File: config.mk
export PLATFORM = sky130hd
export DESIGN_NAME = hazard_stall_unit_flat
export DESIGN_NICKNAME = d
export VERILOG_FILES = /design/src/rtl/hazard_stall_unit_if.sv /design/src/rtl/hazard_stall_unit.sv /design/src/flat_wrapper.sv
export SDC_FILE = /design/constraint.sdc
export NUM_CORES = 1
export LEC_CHECK = 0
export CORE_ASPECT_RATIO = 1.5
export CORE_MARGIN = 3
export CORE_UTILIZATION = 40
export CTS_BUF_LIST = sky130_fd_sc_hd__clkbuf_16
export DETAILED_ROUTE_END_ITERATION = 8
export PLACE_DENSITY = 0.8
export SLEW_MARGIN = 20
export SYNTH_ARGS = -nofsm -noshare
export SYNTH_HDL_FRONTEND = slang
export SYNTH_SLANG_ARGS = --single-unit
File: constraint.sdc
create_clock -name clk -period 2.7 [get_ports clk]
set_clock_uncertainty 0.1 [all_clocks]
set_input_delay 0.54 -clock clk [delete_from_list [all_inputs] [get_ports clk]]
set_output_delay 0.54 -clock clk [all_outputs]
set_load 0.005 [all_outputs]
File: src/rtl/hazard_stall_unit_if.sv
// Hazard/stall bundle: ID/EX/MEM hazard fields in, pipeline-register controls out.
// master drives the hazard fields (core side); slave is the hazard_stall_unit. Optional HAZARD_STATS_EN adds stats_clr/stall_cycles.
interface hazard_stall_unit_if #(
    parameter int REG_W = 3
);
    logic [REG_W-1:0] Rsrc1_id;
    logic [REG_W-1:0] Rsrc2_id;
    logic             use1_id;
    logic             use2_id;
    logic [REG_W-1:0] Rdst_ex;
    logic             WB_ex;
    logic             MR_ex;
    logic             mem_req;
    logic             mem_ready;
    logic             branch_taken_ex;
    logic             pc_stall;
    logic             ifid_stall;
    logic             idex_stall;
    logic             exmem_stall;
    logic             ifid_flush;
    logic             idex_bubble;
    logic             memwb_bubble;
    logic             mem_timeout;
`ifdef HAZARD_STATS_EN
    logic             stats_clr;
    logic [15:0]      stall_cycles;

    modport master (
        output Rsrc1_id, Rsrc2_id, use1_id, use2_id, Rdst_ex,
        output WB_ex, MR_ex, mem_req, mem_ready, branch_taken_ex,
        output stats_clr,
        input  pc_stall, ifid_stall, idex_stall, exmem_stall,
        input  ifid_flush, idex_bubble, memwb_bubble, mem_timeout,
        input  stall_cycles
    );
    modport slave (
        input  Rsrc1_id, Rsrc2_id, use1_id, use2_id, Rdst_ex,
        input  WB_ex, MR_ex, mem_req, mem_ready, branch_taken_ex,
        input  stats_clr,
        output pc_stall, ifid_stall, idex_stall, exmem_stall,
        output ifid_flush, idex_bubble, memwb_bubble, mem_timeout,
        output stall_cycles
    );
`else
    modport master (
        output Rsrc1_id, Rsrc2_id, use1_id, use2_id, Rdst_ex,
        output WB_ex, MR_ex, mem_req, mem_ready, branch_taken_ex,
        input  pc_stall, ifid_stall, idex_stall, exmem_stall,
        input  ifid_flush, idex_bubble, memwb_bubble, mem_timeout
    );
    modport slave (
        input  Rsrc1_id, Rsrc2_id, use1_id, use2_id, Rdst_ex,
        input  WB_ex, MR_ex, mem_req, mem_ready, branch_taken_ex,
        output pc_stall, ifid_stall, idex_stall, exmem_stall,
        output ifid_flush, idex_bubble, memwb_bubble, mem_timeout
    );
`endif
endinterface

File: src/rtl/hazard_stall_unit.sv
// Hazard/stall unit: load-use stall+bubble, multi-cycle memory freeze, taken-branch flush.
// Ports: clk, rst (async active-low), hz (slave bundle). Macro HAZARD_STATS_EN adds a stall-cycle counter.
module hazard_stall_unit #(
    parameter int REG_W   = 3,
    parameter int TIMEOUT = 15
) (
    input  logic              clk,
    input  logic              rst,
    hazard_stall_unit_if.slave hz
);
    localparam logic [7:0] TMO = 8'(TIMEOUT);

    typedef enum logic {IDLE, MEM_WAIT} state_e;

    state_e     state_q, state_d;
    logic [7:0] wcnt_q, wcnt_d;
    logic       tmo_q, tmo_d;
    logic       lu, mh, freeze;

    always_comb begin
        lu = hz.MR_ex & hz.WB_ex &
             ((hz.use1_id & (hz.Rsrc1_id == hz.Rdst_ex)) |
              (hz.use2_id & (hz.Rsrc2_id == hz.Rdst_ex)));
        mh = hz.mem_req & ~hz.mem_ready;
        freeze = (state_q == MEM_WAIT) | mh;
    end

    // Outputs are gated by rst so they drop the instant reset asserts,
    // even while mem_req is still high.
    always_comb begin
        hz.pc_stall     = 1'b0;
        hz.ifid_stall   = 1'b0;
        hz.idex_stall   = 1'b0;
        hz.exmem_stall  = 1'b0;
        hz.ifid_flush   = 1'b0;
        hz.idex_bubble  = 1'b0;
        hz.memwb_bubble = 1'b0;
        if (rst) begin
            priority case (1'b1)
                freeze: begin
                    hz.pc_stall     = 1'b1;
                    hz.ifid_stall   = 1'b1;
                    hz.idex_stall   = 1'b1;
                    hz.exmem_stall  = 1'b1;
                    hz.memwb_bubble = 1'b1;
                end
                hz.branch_taken_ex: begin
                    hz.ifid_flush  = 1'b1;
                    hz.idex_bubble = 1'b1;
                end
                lu: begin
                    hz.pc_stall    = 1'b1;
                    hz.ifid_stall  = 1'b1;
                    hz.idex_bubble = 1'b1;
                end
                default: ;
            endcase
        end
    end

    assign hz.mem_timeout = tmo_q;

    // A dropped mem_req in MEM_WAIT is an abort and releases like mem_ready.
    always_comb begin
        state_d = state_q;
        wcnt_d  = wcnt_q;
        tmo_d   = tmo_q;
        unique case (state_q)
            IDLE: begin
                if (mh) begin
                    state_d = MEM_WAIT;
                    wcnt_d  = 8'd1;
                end
            end
            MEM_WAIT: begin
                if (!hz.mem_req || hz.mem_ready) begin
                    state_d = IDLE;
                    wcnt_d  = 8'd0;
                end else if (wcnt_q != 8'hFF) begin
                    wcnt_d = wcnt_q + 8'd1;
                end
            end
            default: begin
                state_d = IDLE;
                wcnt_d  = 8'd0;
            end
        endcase
        if (state_d == MEM_WAIT && wcnt_d == TMO) tmo_d = 1'b1;
    end

    always_ff @(posedge clk or negedge rst) begin
        if (!rst) begin
            state_q <= IDLE;
            wcnt_q  <= 8'd0;
            tmo_q   <= 1'b0;
        end else begin
            state_q <= state_d;
            wcnt_q  <= wcnt_d;
            tmo_q   <= tmo_d;
        end
    end

`ifdef HAZARD_STATS_EN
    logic [15:0] stall_q, stall_d;

    always_comb begin
        stall_d = stall_q;
        if (hz.stats_clr)
            stall_d = 16'd0;
        else if (hz.pc_stall && stall_q != 16'hFFFF)
            stall_d = stall_q + 16'd1;
    end

    always_ff @(posedge clk or negedge rst) begin
        if (!rst) stall_q <= 16'd0;
        else      stall_q <= stall_d;
    end

    assign hz.stall_cycles = stall_q;
`endif
endmodule
File: src/flat_wrapper.sv
// flat-port wrapper written by rule: the top's interface ports become plain ports
module hazard_stall_unit_flat 
#(
    parameter int REG_W   = 3,
    parameter int TIMEOUT = 15
)
  (clk, rst, hz_Rsrc1_id, hz_Rsrc2_id, hz_use1_id, hz_use2_id, hz_Rdst_ex, hz_WB_ex, hz_MR_ex, hz_mem_req, hz_mem_ready, hz_branch_taken_ex, hz_pc_stall, hz_ifid_stall, hz_idex_stall, hz_exmem_stall, hz_ifid_flush, hz_idex_bubble, hz_memwb_bubble, hz_mem_timeout);
  hazard_stall_unit_if #(.REG_W(REG_W)) hz_i ();
  input  logic clk;
  input  logic rst;
  input wire logic [$bits(hz_i.Rsrc1_id)-1:0] hz_Rsrc1_id;
  input wire logic [$bits(hz_i.Rsrc2_id)-1:0] hz_Rsrc2_id;
  input wire logic [$bits(hz_i.use1_id)-1:0] hz_use1_id;
  input wire logic [$bits(hz_i.use2_id)-1:0] hz_use2_id;
  input wire logic [$bits(hz_i.Rdst_ex)-1:0] hz_Rdst_ex;
  input wire logic [$bits(hz_i.WB_ex)-1:0] hz_WB_ex;
  input wire logic [$bits(hz_i.MR_ex)-1:0] hz_MR_ex;
  input wire logic [$bits(hz_i.mem_req)-1:0] hz_mem_req;
  input wire logic [$bits(hz_i.mem_ready)-1:0] hz_mem_ready;
  input wire logic [$bits(hz_i.branch_taken_ex)-1:0] hz_branch_taken_ex;
  output wire logic [$bits(hz_i.pc_stall)-1:0] hz_pc_stall;
  output wire logic [$bits(hz_i.ifid_stall)-1:0] hz_ifid_stall;
  output wire logic [$bits(hz_i.idex_stall)-1:0] hz_idex_stall;
  output wire logic [$bits(hz_i.exmem_stall)-1:0] hz_exmem_stall;
  output wire logic [$bits(hz_i.ifid_flush)-1:0] hz_ifid_flush;
  output wire logic [$bits(hz_i.idex_bubble)-1:0] hz_idex_bubble;
  output wire logic [$bits(hz_i.memwb_bubble)-1:0] hz_memwb_bubble;
  output wire logic [$bits(hz_i.mem_timeout)-1:0] hz_mem_timeout;
  assign hz_i.Rsrc1_id = hz_Rsrc1_id;
  assign hz_i.Rsrc2_id = hz_Rsrc2_id;
  assign hz_i.use1_id = hz_use1_id;
  assign hz_i.use2_id = hz_use2_id;
  assign hz_i.Rdst_ex = hz_Rdst_ex;
  assign hz_i.WB_ex = hz_WB_ex;
  assign hz_i.MR_ex = hz_MR_ex;
  assign hz_i.mem_req = hz_mem_req;
  assign hz_i.mem_ready = hz_mem_ready;
  assign hz_i.branch_taken_ex = hz_branch_taken_ex;
  assign hz_pc_stall = hz_i.pc_stall;
  assign hz_ifid_stall = hz_i.ifid_stall;
  assign hz_idex_stall = hz_i.idex_stall;
  assign hz_exmem_stall = hz_i.exmem_stall;
  assign hz_ifid_flush = hz_i.ifid_flush;
  assign hz_idex_bubble = hz_i.idex_bubble;
  assign hz_memwb_bubble = hz_i.memwb_bubble;
  assign hz_mem_timeout = hz_i.mem_timeout;
  hazard_stall_unit #(.REG_W(REG_W), .TIMEOUT(TIMEOUT)) u_core (.clk(clk), .rst(rst), .hz(hz_i));
endmodule
Word-level counts from Yosys, hierarchy flattened

Cells that the tools add are included.

Output and inout port bits: 8
Bits in registers: 10
Word-level logic and storage cells: 39
Input port bits: 18

Mux-type cells: 19
Bitwise gates (word level): 9
Eq/ne operators: 4
Add/sub/neg operators: 1
Reductions and logical operators: 3

Operator list:

| operator                                                              | count |
|---|---|
| 8-bit two-way mux                                                     | 3 |
| 8-bit one-hot mux with 2 select lines                                 | 1 |
| 1-bit two-way mux                                                     | 14 |
| 8-bit by 1-bit adder with 8-bit output, second input constant         | 1 |
| 8-bit by 4-bit equality test with 1-bit output, second input constant | 1 |
| 8-bit != test, second input constant                                  | 1 |
| 3-bit equality test                                                   | 2 |
| 1-bit bitwise AND                                                     | 5 |
| 1-bit inverter                                                        | 2 |
| 1-bit OR                                                              | 2 |
| 1-bit one-hot mux with 2 select lines                                 | 1 |
| 1-bit logical AND                                                     | 1 |
| 1-bit zero test                                                       | 1 |
| 1-bit logical OR                                                      | 1 |

Logic depth before layout (Yosys ltp)

Depth after elaboration: 8
Mapped depth: 7
Mapped depth without buffers: 6

Worst setup path after synthesis

Ideal clock, no wire load.

Kind: input to output
From: input hz_mem_ready
To: output hz_pc_stall
Setup slack: 0.616 ns
Path buffers: 2
Arrival time: 1.444 ns
Data required time: 2.060 ns
Stages on the path: 6
Cells stage by stage: nand2b_2 > inv_1 > nor2_1 > buf_2 > a21boi_0 > buf_4

Longest elaborated chain between the ends: 5

RTL lines:

| item                            | RTL line                | text |
|---|---|---|
| start, declared                 | flat_wrapper.sv:19      | `input wire logic [$bits(hz_i.mem_ready)-1:0] hz_mem_ready;` |
| 1-bit inverter                  | hazard_stall_unit.sv:24 | `mh = hz.mem_req & ~hz.mem_ready;` |
| 1-bit bitwise AND               | hazard_stall_unit.sv:24 |  |
| 1-bit OR                        | hazard_stall_unit.sv:25 | `freeze = (state_q == MEM_WAIT) \| mh;` |
| 1-bit two-way mux (2 in series) | n/a                     |  |
| end, declared                   | flat_wrapper.sv:21      | `output wire logic [$bits(hz_i.pc_stall)-1:0] hz_pc_stall;` |

Every way passes these cells.

Final worst setup path

From: input hz_mem_ready
To: output hz_memwb_bubble

Longest elaborated chain between the ends: 5

RTL lines:

| item              | RTL line                | text |
|---|---|---|
| 1-bit inverter    | hazard_stall_unit.sv:24 |  |
| 1-bit bitwise AND | hazard_stall_unit.sv:24 |  |
| 1-bit OR          | hazard_stall_unit.sv:25 |  |
| 1-bit two-way mux | hazard_stall_unit.sv:39 | `priority case (1'b1)` |
| 1-bit two-way mux | hazard_stall_unit.sv:38 | `if (rst) begin` |
| end, declared     | flat_wrapper.sv:27      | `output wire logic [$bits(hz_i.memwb_bubble)-1:0] hz_memwb_bubble;` |

Every way passes these cells.

==> results.cfg <==
[synth]
yosysTopAreaCell = dfrtp_1
yosysWarnings = 0
seq_area_frac_synth_pct = 30.7
synth_cells = 94
syn-cell-area_um2 = 815
yosys.area.top_type_share_pct = 30.7
syn_avg_cell_area_um2 = 8.67
synth.net_count = 113
synth.distinct_cells = 35
ys_top_cells_by_area = dfrtp_1, xnor2_1, nand2_1
ys_seq_elements = 10

[placed_design]
place_congestion = 0.880
dp_hpwl_um = 1570
dp.cells = 138
io_buffers = 25
place_area_um2 = 1070

[critical_path]
reg2reg_depth = 6
cp-start-kind = primary input
timing.rr.end = u_core.hz.mem_timeout$_DFFE_PN0P_
cpMostUsedCell = clkdlybuf4s50_1
cp_max_fo = 4
cp.required_ps = 2060
cp_cell_sequence = clkdlybuf4s50_1 -> nand2b_2 -> inv_2 -> nor2_4 -> nor2b_2 -> clkdlybuf4s50_1
setup.worst_path.class = in2out
r2r_setup_slack_ps = 540
endpoint_kind = output pin
critical-path-top-delay-family = buffers and inverters
max_stage_delay_ps = 520
slowest_stage = clkdlybuf4s50_1
cp_data_arrival_time_ps = 1950
r2r-start = u_core.wcnt_q[0]$_DFF_PN0_
cp_num_buf_inv = 3

[routing]
drt_wl_total_um = 2110
dr.pass1.iters = 4
vias_per_cell = 5.74
vias = 832
drc = 0
wire_per_inst_um = 14.6
ant_nets = 0
drtIter0Drc = 19

[power]
p_per_area_nw_per_um2 = 441
p_comb_share_pct = 17.6
total_switching_power_uw = 116
switching_share_pct = 22.3
power_frac_seq_pct = 31.3
p_total_uw = 519
p_int_uw = 403
pwr-share-clk_pct = 51.2
p_leak_uw = 0.000506
ir_drop_mv = 0.450

[cts]
cts_buffer_depth = 2
cts_root_buf = clkbuf_16
numCtsBuffers = 3
clk_pin_slew_worst_paths_ps = 40
cts_htree_levels = 1
insertion_delay_ps = 240
cts_tree = built
cts_sinks = 10

[global_route]
grt_use_total_pct = 17.3
grt_pass1_wl_um = 3330
grt_overflow_total = 0
grt_pass1_vias = 760
antenna_found_initial = 0
grt_start_max_net_pins = 11

[sta]
slew_headroom_pct = 70.0
max_freq_mhz = 386
maxSlewViolCount = 0
rsz0062_at_grt = no
min_period_ps = 2590
setup-violations-final = 0
worstMarginPinSlew_ps = 438
hold_viol = 0
finalCritPeriodShare_pct = 96.0

[layout]
drive_gt1_share_pct = 19.4
fillCellCount = 155
syn2layout_area_growth_pct = 44.5
stdcell_count = 145
final_nets = 144
num_antenna_cells = 0
final_area_um2 = 1180

[floorplanning]
dieArea_um2 = 2620
fp.dieH_um = 61.3
core_um2 = 1880
io_pins = 26
fp.dieW_um = 42.8
initial_core_util_pct = 43.4
rows = 19

[hold_path]
holdCritStartpoint = u_core.hz.mem_timeout$_DFFE_PN0P_
holdCritPathClass = reg2reg
hold_path_end = u_core.hz.mem_timeout$_DFFE_PN0P_
hold_depth = 2

[run_status]
outcome = complete, no violations

[flow_run]
cap_violations = 0
-- metal layers --
layer | share of wire [%] | vias up | routed length [um] | GRT usage [%]
met4 | 4.3 | 0 | 91 | 10.7
met5 | 0 | - | 0 | 0
met2 | 54 | 27 | 1130 | 31.5
met3 | 4.4 | 11 | 93 | 3.51
li1 | - | 404 | - | -
met1 | 38 | 390 | 794 | 18.1
-- worst max-delay path by stage --
stage / startpoint / to / slack (ps) / cells after the start
finish: hz_mem_ready / hz_memwb_bubble / 110 / 6
floorplan: hz_mem_ready / hz_pc_stall / 620 / 6
global route: hz_mem_ready / hz_idex_stall / 30 / 6
global placement: hz_Rdst_ex[2] / hz_ifid_stall / -230 / 7
detailed placement: hz_Rdst_ex[2] / hz_pc_stall / -310 / 7
CTS: hz_Rsrc1_id[2] / hz_pc_stall / 20 / 8
-- worst reg2reg max path: stages (launching register included) --
cell      delay [ps]
dfrtp_1          440
ha_1             310
nand3_1          160
or4_4            550
o211ai_2         110
o211ai_2         120
o41ai_2          280
-- kinds of logic after synthesis --
| group | share of synthesized area, % |
|---|---|
| and+or+nand+nor | 24.1 |
| AOI/OAI and AO/OA | 23.7 |
| buffers and inverters | 8.91 |
| DFF | 30.7 |
| xor gates and xnor gates | 8.60 |
| muxes | 2.46 |
| adders and majority gates | 1.54 |
-- placed cells by master (no fill, tap or decap), types with 2 or more instances in the layout --
master,Yosys,layout
clkbuf_16,0,3
a21oi_1,7,6
nand2_1,11,11
dlygate4sd2_1,0,4
nand4_1,2,2
nor2_1,5,4
o211ai_1,3,3
xnor2_1,7,7
clkdlybuf4s50_1,0,18
mux2i_1,2,2
dfrtp_1,10,10
clkbuf_2,0,2
o211ai_2,2,2
nand3_1,5,5
and3_1,3,3
o21ai_0,7,7
buf_4,4,8
inv_1,4,3
-- per-stage QoR --
step,util [%],TNS (ps),hold WS [ps],setup WS [ps]
2_1_floorplan,-,0,144,616
3_3_place_gp,57.0,-617,352,-227
3_5_place_dp,57.0,-809,348,-307
4_1_cts,61.8,0,364,16.2
5_1_grt,62.7,0,378,33.3
6_report,62.7,0,356,109
-- state kept, by name, summed over array words and instances, names as in the netlist --
signal / count
u_core.wcnt_q: 8
u_core.state_q: 1
u_core.hz.mem_timeout: 1
-- synthesized netlist by cell type, drive strengths merged --
cell type / count
nand2: 11
dfrtp: 10
a21oi: 7
buf: 7
o21ai: 7
xnor2: 7
nand3: 5
nor2: 5
o211ai: 5
inv: 4
and3: 3
nand4: 3
mux2i: 2
nand2b: 2
a2111oi: 1
a21boi: 1
and3b: 1
ha: 1
nor2b: 1
nor3: 1
nor4: 1
o2111ai: 1
o211a: 1
o21a: 1
o31a: 1
o31ai: 1
o41ai: 1
or3: 1
or4: 1
xor2: 1
-- power groups by stage --
stage                     Combinational (uW)  Sequential (uW)  Clock, uW
after global placement                  86.6              163          0
after floorplan                         42.3              161          0
final                                   91.2              162        266
after CTS                               88.3              162        263
after global routing                     101              163        273
after detailed placement                88.7              164          0
-- what timing repair did --
action	CTS	global route
endpoints found under the hold margin	0	0
hold buffers	0	0
buffers inserted	1	2
resized for setup	10	8
pin swaps	2	3
setup endpoints to repair	4	6
-- area by class of cell --
cell class / count / area [um2] / share of cell area, %
Clock inverter: 1 / 3.75 / 0.319
Multi-Input combinational cell: 73 / 509 / 43.3
Sequential cell: 10 / 250 / 21.3
Timing Repair Buffer: 33 / 298 / 25.3
Inverter: 4 / 15.0 / 1.28
Clock buffer: 3 / 75.1 / 6.38
Tap cell: 21 / 26.3 / 2.23
No activity file was read; power rests on OpenSTA's default activity.
